--- config.mk ---
export PLATFORM = sky130hd
export DESIGN_NAME = m_store_unit_flat
export DESIGN_NICKNAME = d
export VERILOG_FILES = /design/src/rtl/m_store_unit_if.sv /design/src/rtl/m_store_unit.sv /design/src/flat_wrapper.sv
export SDC_FILE = /design/constraint.sdc
export NUM_CORES = 1
export LEC_CHECK = 0
export ABC_AREA = 1
export CAP_MARGIN = 20
export CORE_MARGIN = 4
export CORE_UTILIZATION = 45
export CTS_CLUSTER_DIAMETER = 40
export DETAILED_ROUTE_END_ITERATION = 10
export PLACE_DENSITY = 0.72
export SYNTH_ARGS = -nofsm -noshare
export SYNTH_HDL_FRONTEND = slang
export SYNTH_SLANG_ARGS = --single-unit
--- constraint.sdc ---
create_clock -name clk -period 7.8 [get_ports clk]
set_input_delay 1.56 -clock clk [delete_from_list [all_inputs] [get_ports clk]]
set_output_delay 1.56 -clock clk [all_outputs]
set_load 0.1 [all_outputs]
--- src/rtl/m_store_unit_if.sv ---
// Store-unit connection bundle: M-stage store request/status and the write bus to memory.
interface m_store_unit_if;
  logic [1:0]  M_StoreOp;
  logic        M_Valid;
  logic [31:0] M_Addr;
  logic [31:0] M_WD;
  logic        M_AdES;
  logic        M_Stall;
  logic        M_Busy;
  logic        bus_req;
  logic [31:0] bus_addr;
  logic [31:0] bus_wdata;
  logic [3:0]  bus_byteen;
  logic        bus_ack;

  modport slave (
    input  M_StoreOp, M_Valid, M_Addr, M_WD, bus_ack,
    output M_AdES, M_Stall, M_Busy, bus_req, bus_addr, bus_wdata, bus_byteen
  );

  modport master (
    output M_StoreOp, M_Valid, M_Addr, M_WD, bus_ack,
    input  M_AdES, M_Stall, M_Busy, bus_req, bus_addr, bus_wdata, bus_byteen
  );
endinterface

--- src/rtl/m_store_unit.sv ---
// M-stage store buffer: packs sw/sh/sb into lane-aligned writes, queues them in a
// small FIFO and drains the head to memory over a req/ack bus with registered outputs.
module m_store_unit #(
  parameter int DEPTH = 2
) (
  input  logic          clk,
  input  logic          reset,
  m_store_unit_if.slave m
);

  localparam int PTR_W = (DEPTH > 2) ? 2 : 1;
  localparam int CNT_W = PTR_W + 1;
  localparam logic [CNT_W-1:0] CNT_FULL = CNT_W'(DEPTH);

  localparam logic [1:0] OP_NONE = 2'b00;
  localparam logic [1:0] OP_SW   = 2'b01;
  localparam logic [1:0] OP_SH   = 2'b10;
  localparam logic [1:0] OP_SB   = 2'b11;

  localparam logic [1:0] ST_EMPTY   = 2'b00;
  localparam logic [1:0] ST_PARTIAL = 2'b01;
  localparam logic [1:0] ST_FULL    = 2'b10;

  // Returns {byteen, wdata}; narrow stores replicate the low bytes across all lanes.
  function automatic logic [35:0] pack_store(input logic [1:0]  op,
                                             input logic [1:0]  lane,
                                             input logic [31:0] wd);
    logic [35:0] r;
    case (op)
      OP_SW:   r = {4'b1111, wd};
      OP_SH:   r = lane[1] ? {4'b1100, wd[15:0], wd[15:0]}
                           : {4'b0011, wd[15:0], wd[15:0]};
      OP_SB:   r = {4'b0001 << lane, {4{wd[7:0]}}};
      default: r = 36'd0;
    endcase
    return r;
  endfunction

  logic [CNT_W-1:0] count;
  logic [PTR_W-1:0] head;
  logic [PTR_W-1:0] tail;
  logic [1:0]       occ;

  logic [29:0] addr_mem [DEPTH];
  logic [31:0] data_mem [DEPTH];
  logic [3:0]  be_mem   [DEPTH];

  logic        st_req;
  logic        ades;
  logic        enq;
  logic        deq;
  logic [35:0] pk;

  logic [CNT_W-1:0] remain;
  logic [CNT_W-1:0] count_nxt;
  logic [PTR_W-1:0] head_nxt;
  logic [PTR_W-1:0] tail_nxt;

  logic        req_nxt;
  logic [29:0] addr_nxt;
  logic [31:0] wdata_nxt;
  logic [3:0]  be_nxt;

  logic        req_q;
  logic [29:0] addr_q;
  logic [31:0] wdata_q;
  logic [3:0]  be_q;

  always_comb begin
    occ = ST_PARTIAL;
    if (count == '0)
      occ = ST_EMPTY;
    else if (count == CNT_FULL)
      occ = ST_FULL;
  end

  always_comb begin
    st_req = m.M_Valid & (m.M_StoreOp != OP_NONE);
    ades   = st_req & (((m.M_StoreOp == OP_SW) & (m.M_Addr[1:0] != 2'b00)) |
                       ((m.M_StoreOp == OP_SH) & m.M_Addr[0]));
    enq    = st_req & ~ades & (occ != ST_FULL);
    deq    = (occ != ST_EMPTY) & m.bus_ack;
    pk     = pack_store(m.M_StoreOp, m.M_Addr[1:0], m.M_WD);
  end

  // Next-state of the queue and of the registered head presentation.
  always_comb begin
    remain    = count - CNT_W'(deq);
    count_nxt = remain + CNT_W'(enq);
    head_nxt  = deq ? head + PTR_W'(1) : head;
    tail_nxt  = enq ? tail + PTR_W'(1) : tail;
    req_nxt   = (count_nxt != '0);
    addr_nxt  = '0;
    wdata_nxt = '0;
    be_nxt    = '0;
    if (enq && (remain == '0)) begin
      // The incoming store becomes the head straight away.
      addr_nxt  = m.M_Addr[31:2];
      wdata_nxt = pk[31:0];
      be_nxt    = pk[35:32];
    end else if (req_nxt) begin
      addr_nxt  = addr_mem[head_nxt];
      wdata_nxt = data_mem[head_nxt];
      be_nxt    = be_mem[head_nxt];
    end
  end

  always_ff @(posedge clk) begin
    if (reset) begin
      count   <= '0;
      head    <= '0;
      tail    <= '0;
      req_q   <= 1'b0;
      addr_q  <= '0;
      wdata_q <= '0;
      be_q    <= '0;
    end else begin
      count   <= count_nxt;
      head    <= head_nxt;
      tail    <= tail_nxt;
      req_q   <= req_nxt;
      addr_q  <= addr_nxt;
      wdata_q <= wdata_nxt;
      be_q    <= be_nxt;
    end
  end

  always_ff @(posedge clk) begin
    if (enq) begin
      addr_mem[tail] <= m.M_Addr[31:2];
      data_mem[tail] <= pk[31:0];
      be_mem[tail]   <= pk[35:32];
    end
  end

  assign m.M_AdES     = ades;
  assign m.M_Stall    = st_req & ~ades & (occ == ST_FULL);
  assign m.M_Busy     = (occ != ST_EMPTY);
  assign m.bus_req    = req_q;
  assign m.bus_addr   = {addr_q, 2'b00};
  assign m.bus_wdata  = wdata_q;
  assign m.bus_byteen = be_q;

endmodule

--- src/flat_wrapper.sv ---
// flat-port wrapper written by rule: the top's interface ports become plain ports
module m_store_unit_flat 
#(
  parameter int DEPTH = 2
)
  (clk, reset, m_M_StoreOp, m_M_Valid, m_M_Addr, m_M_WD, m_bus_ack, m_M_AdES, m_M_Stall, m_M_Busy, m_bus_req, m_bus_addr, m_bus_wdata, m_bus_byteen);
  m_store_unit_if m_i ();
  input  logic clk;
  input  logic reset;
  input wire logic [$bits(m_i.M_StoreOp)-1:0] m_M_StoreOp;
  input wire logic [$bits(m_i.M_Valid)-1:0] m_M_Valid;
  input wire logic [$bits(m_i.M_Addr)-1:0] m_M_Addr;
  input wire logic [$bits(m_i.M_WD)-1:0] m_M_WD;
  input wire logic [$bits(m_i.bus_ack)-1:0] m_bus_ack;
  output wire logic [$bits(m_i.M_AdES)-1:0] m_M_AdES;
  output wire logic [$bits(m_i.M_Stall)-1:0] m_M_Stall;
  output wire logic [$bits(m_i.M_Busy)-1:0] m_M_Busy;
  output wire logic [$bits(m_i.bus_req)-1:0] m_bus_req;
  output wire logic [$bits(m_i.bus_addr)-1:0] m_bus_addr;
  output wire logic [$bits(m_i.bus_wdata)-1:0] m_bus_wdata;
  output wire logic [$bits(m_i.bus_byteen)-1:0] m_bus_byteen;
  assign m_i.M_StoreOp = m_M_StoreOp;
  assign m_i.M_Valid = m_M_Valid;
  assign m_i.M_Addr = m_M_Addr;
  assign m_i.M_WD = m_M_WD;
  assign m_i.bus_ack = m_bus_ack;
  assign m_M_AdES = m_i.M_AdES;
  assign m_M_Stall = m_i.M_Stall;
  assign m_M_Busy = m_i.M_Busy;
  assign m_bus_req = m_i.bus_req;
  assign m_bus_addr = m_i.bus_addr;
  assign m_bus_wdata = m_i.bus_wdata;
  assign m_bus_byteen = m_i.bus_byteen;
  m_store_unit #(.DEPTH(DEPTH)) u_core (.clk(clk), .reset(reset), .m(m_i));
endmodule
# Word-level counts from Yosys, hierarchy flattened
# Memories as Yosys holds them, arrays and structs flattened.
# Cells that the tools add are included.
# op_classes
mux,13
n_addsub,4
n_eq_ne,6
n_shift,1
bitwise_logic,10
n_reduce_logical,7
# ops
op,n
one-hot mux 36 bit (3 select lines),1
2-to-1 mux 32 bit,2
2-to-1 mux 30 bit,2
2-to-1 mux 36 bit,1
AND 1 bit,8
== test 2 bit (second input constant),4
2-to-1 mux 4 bit,2
nonzero test 2 bit,4
zero test 2 bit,2
2-to-1 mux 2 bit,2
left shift 1 x 2 -> 4 bit (first input constant),1
2-to-1 mux 1 bit,3
adder 1 bit (second input constant),2
adder 2 x 1 -> 2 bit,1
== test 2 x 1 -> 1 bit (second input constant),1
!= test 2 bit (second input constant),1
subtractor 2 x 1 -> 2 bit,1
logical AND 1 bit,1
inverter 1 bit,1
OR 1 bit,1
# totals
wordCells,51
ramBits,132
memories,3
register_bits,71
# mem_list
name,depth,width,rd,rd_clocked_by_memory_dff,wr,line_no,rtl
u_core.data_mem,2,32,1,0,1,m_store_unit.sv:45,logic [31:0] data_mem [DEPTH];
u_core.addr_mem,2,30,1,0,1,m_store_unit.sv:44,logic [29:0] addr_mem [DEPTH];
u_core.be_mem,2,4,1,0,1,m_store_unit.sv:46,logic [3:0] be_mem [DEPTH];

# Depth between registers and ports, before layout
# depth
word_depth,11
ltp_mapped,19

# Worst setup path after synthesis
# No wires, ideal clock.
# synth_path
kind,input -> register
startpoint,input port m_M_StoreOp[1]
endpoint,memory u_core.addr_mem[1][0] (enable)
cell_stages,8
setup_slack_ns,2.204
setup_ns,0.492
arrival_time_ns,5.104
cell_sequence,buf_4 nor2_4 inv_4 nand2_4 nor2_4 buf_4 nand2_1 nor2_1
# synth_via
elab_chain_len,9
word_cells_on_any_way,13
cone_classes,eq/ne: 2; mux: 2; bitwise: 8; reduce/logical: 1
# synth_lines
item,line_no,rtl
from (decl),flat_wrapper.sv:10,input wire logic [$bits(m_i.M_StoreOp)-1:0] m_M_StoreOp;
== test 2 x 1 -> 1 bit or == test 2 bit (tied branches),"m_store_unit.sv:79, m_store_unit.sv:80",
"AND 1 bit, on equally long branches","m_store_unit.sv:79, m_store_unit.sv:80",
OR 1 bit,m_store_unit.sv:79,ades = st_req & (((m.M_StoreOp == OP_SW) & (m.M_Addr[1:0] != 2'b00)) |
AND 1 bit,m_store_unit.sv:79,
inverter 1 bit,m_store_unit.sv:81,enq = st_req & ~ades & (occ != ST_FULL);
AND 1 bit (*) (2 in a row),m_store_unit.sv:81,
2-to-1 mux 1 bit (*),m_store_unit.sv:129,if (enq) begin
2-to-1 mux 1 bit (implied by the code) (*),m_store_unit.sv:130,addr_mem[tail] <= m.M_Addr[31:2];
to (decl),m_store_unit.sv:44,
# Mark *: on every way between the ends. The rest lies on a longest branch, timed or not.

# Worst setup path after layout
# layout_path
startpoint,input port m_M_StoreOp[1]
endpoint,output port m_M_Stall
# layout_via
elab_chain_len,7
word_cells_on_any_way,11
cone_classes,eq/ne: 2; bitwise: 8; reduce/logical: 1
# layout_lines
item,line_no,rtl
== test 2 x 1 -> 1 bit or == test 2 bit (tied branches),"m_store_unit.sv:79, m_store_unit.sv:80",
"AND 1 bit, on equally long branches","m_store_unit.sv:79, m_store_unit.sv:80",
OR 1 bit,m_store_unit.sv:79,
AND 1 bit,m_store_unit.sv:79,
inverter 1 bit,m_store_unit.sv:137,assign m.M_Stall = st_req & ~ades & (occ == ST_FULL);
AND 1 bit (*) (2 in a row),m_store_unit.sv:137,
to (decl),flat_wrapper.sv:16,output wire logic [$bits(m_i.M_Stall)-1:0] m_M_Stall;
# Marks and branches as above.

==> results.toml <==
[status]
status = "finished clean"

[detailed_routing]
route.met2.wl_mm = 11.18
wire_per_inst_um = 19.54
dr.max_layer_used = "met4"
m1WireLength_mm = 9.382
vias_per_cell = 5.848
drcViolationCount = 0
num_vias = 6941
drt-initial-drc-count = 594
firstDrtPassIters = 5
ant_nets = 0
wl_met3_mm = 2.161
detail_route.wirelength_mm = 23.19

[synth]
synth_area_um2 = 8422
synthTopCellsByArea = "edfxtp_1, dfxtp_1, nand3_1"
synthCells = 825
netlist.area_leader.share_pct = 47.07
ys_seq_area_share_pct = 63.94
syn_area_per_cell_um2 = 10.21
async_flop_share_pct = 0
synth_top_area_cell = "edfxtp_1"
synth.most_common_cell = "nand3_1"
synth.distinct_cells = 24
yosysWarnings = 0
synthFlopType = "edfxtp_1"
synthTopCellsByCount = "nand3_1, edfxtp_1, nand2_1"
ys_ff_latch = 203
synth_edf_count = 132

[clock_network]
htree_levels = 1
clock-root-buffer = "clkbuf_16"
cts_setup_buffers = 0
clk_latency_ns = 0.53
cts_max_path_buffers = 3
clkSinkCount = 203
holdBufCountCts = 0
cts_tree = "yes"
cts_made_buffers = 30
ctsResizeCount = 0
clk_pin_slew_ns = 0.05

[global_routing]
grt_pass1_wl_mm = 35.56
grt-ovfl-total = 0
grt_antenna_before_repair = 0
grt_pass1_vias = 6688
grt_usage_pct = 21.40
grt_start_max_net_pins = 71

[timing]
setup_tns_ns = 0
tightest_slew_ns = 1.041
max_slew_margin_pct = 30.35
slew_violations = 0
fmax_ghz = 0.1792
min_period_ns = 5.579
rsz0062_at_grt = "no"
hold_slack_ns = 0.6130
period_share_pct = 71.52
setup_viol = 0
hold_viol_final = 0
finClkSkew_ns = 0.01065

[cells_and_area]
drive_above_1_share_pct = 9.081
antenna_cells = 0
nets = 1006
design_area_um2 = 11010
multiInputGateArea_um2 = 2599
instances_no_fill = 1187
seqCellArea_um2 = 5385
area_delta_synth_final_pct = 30.69
nFillCells = 1450

[critical_path]
r2r_slack_ns = 4.51
worstSetupPathType = "in2out"
crit_required_ns = 6.24
cp.arrival_ns = 4.02
path_max_fanout = 9
crit_path_end_kind = "output port"
cpPeakStageDelay_ns = 1.16
cpMaxStageDelayCell = "clkdlybuf4s50_1"
crit_path_start_kind = "primary input"
cp_common_cell = "clkdlybuf4s50_1"
critPathBufInv = 3
critPathTopFamily = "buffers and inverters"
path_cells = "clkdlybuf4s50_1, nor2_4, inv_4, nand2_4, nor3_1, clkdlybuf4s50_1"

[die]
start_util_pct = 46.25
die_w_um = 144.8
die_h_um = 144.8
core_um2 = 18210
io_pins = 142
die_area_um2 = 20970
num_rows = 49

[place]
postPlaceCellArea_um2 = 9858
dp_hpwl_mm = 13.09
dp_cells = 1131
gp_congestion = 0.8111
port_buffers = 139

[min_path]
min_path_type = "reg2reg"

[flow_run]
drv_cap = 0
-- final cells by class --
cell class                      count  area share, %
Sequential cell                   203          48.93
Multi-Input combinational cell    519          23.61
Timing Repair Buffer              151          13.41
Clock buffer                       33          7.298
Clock inverter                     23          3.137
Tap cell                          229          2.603
Inverter                           29          1.012
-- tightest hold or removal path: stages (launching register included) --
cell,delay [ns]
dfxtp_1,0.34
o21ai_0,0.19
nor2_1,0.04
-- metrics by stage --
stage | util (%) | setup WS (ns)
CTS | 60.45 | 2.193
detailed placement | 54.14 | 2.212
global placement | 54.14 | 2.242
global route | 60.45 | 2.107
finish | 60.45 | 2.221
floorplan | - | 2.204
-- final timing paths --
check                          end  cells past startpoint       startpoint
max reg2reg  u_core.m.bus_wdata[6]                     13  u_core.count[0]
min reg2reg            u_core.tail                      2      u_core.tail
max                      m_M_Stall                      6   m_M_StoreOp[1]
min                    u_core.tail                      2      u_core.tail
-- sequential cells by signal, indices dropped and copies added (netlist names) --
register and count:
u_core.data_mem 64, u_core.addr_mem 60, u_core.m.bus_wdata 32, u_core.addr_q 30, u_core.be_mem 8, u_core.m.bus_byteen 4
u_core.count 2, u_core.head 1, u_core.m.bus_req 1, u_core.tail 1
-- cells by family after synthesis --
logic type               count (synthesis)  synth area share [%]
AND/OR/NAND/NOR                        434                 25.15
AO/OA/AOI/OAI                           81                 4.814
other                                    1               0.04453
buffers and inverters                  104                 5.750
adder cells (fa/ha/maj)                  2                0.2971
flip-flops                             203                 63.94
-- placed cells by master (no fill, tap or decap), drive strengths merged, types with 9 or more instances in the layout --
| cell type | netlist | layout |
|---|---|---|
| a21oi | 67 | 67 |
| buf | 51 | 13 |
| clkbuf | 24 | 33 |
| clkdlybuf4s50 | 0 | 138 |
| clkinv | 0 | 9 |
| dfxtp | 71 | 71 |
| edfxtp | 132 | 132 |
| inv | 29 | 30 |
| nand2 | 130 | 130 |
| nand3 | 217 | 217 |
| nand4 | 65 | 65 |
| nor2 | 21 | 21 |
| o21ai | 14 | 14 |
-- routing by layer --
layer / up-vias / global-route usage (%)
met3: 36 / 3.779
met4: 0 / 6.578
met1: 3339 / 29.31
met5: - / 0
li1: 3190 / -
met2: 376 / 34.98
Power is not shown: default switching activity piles up to over one toggle a cycle in this logic, so the estimate is an artifact.
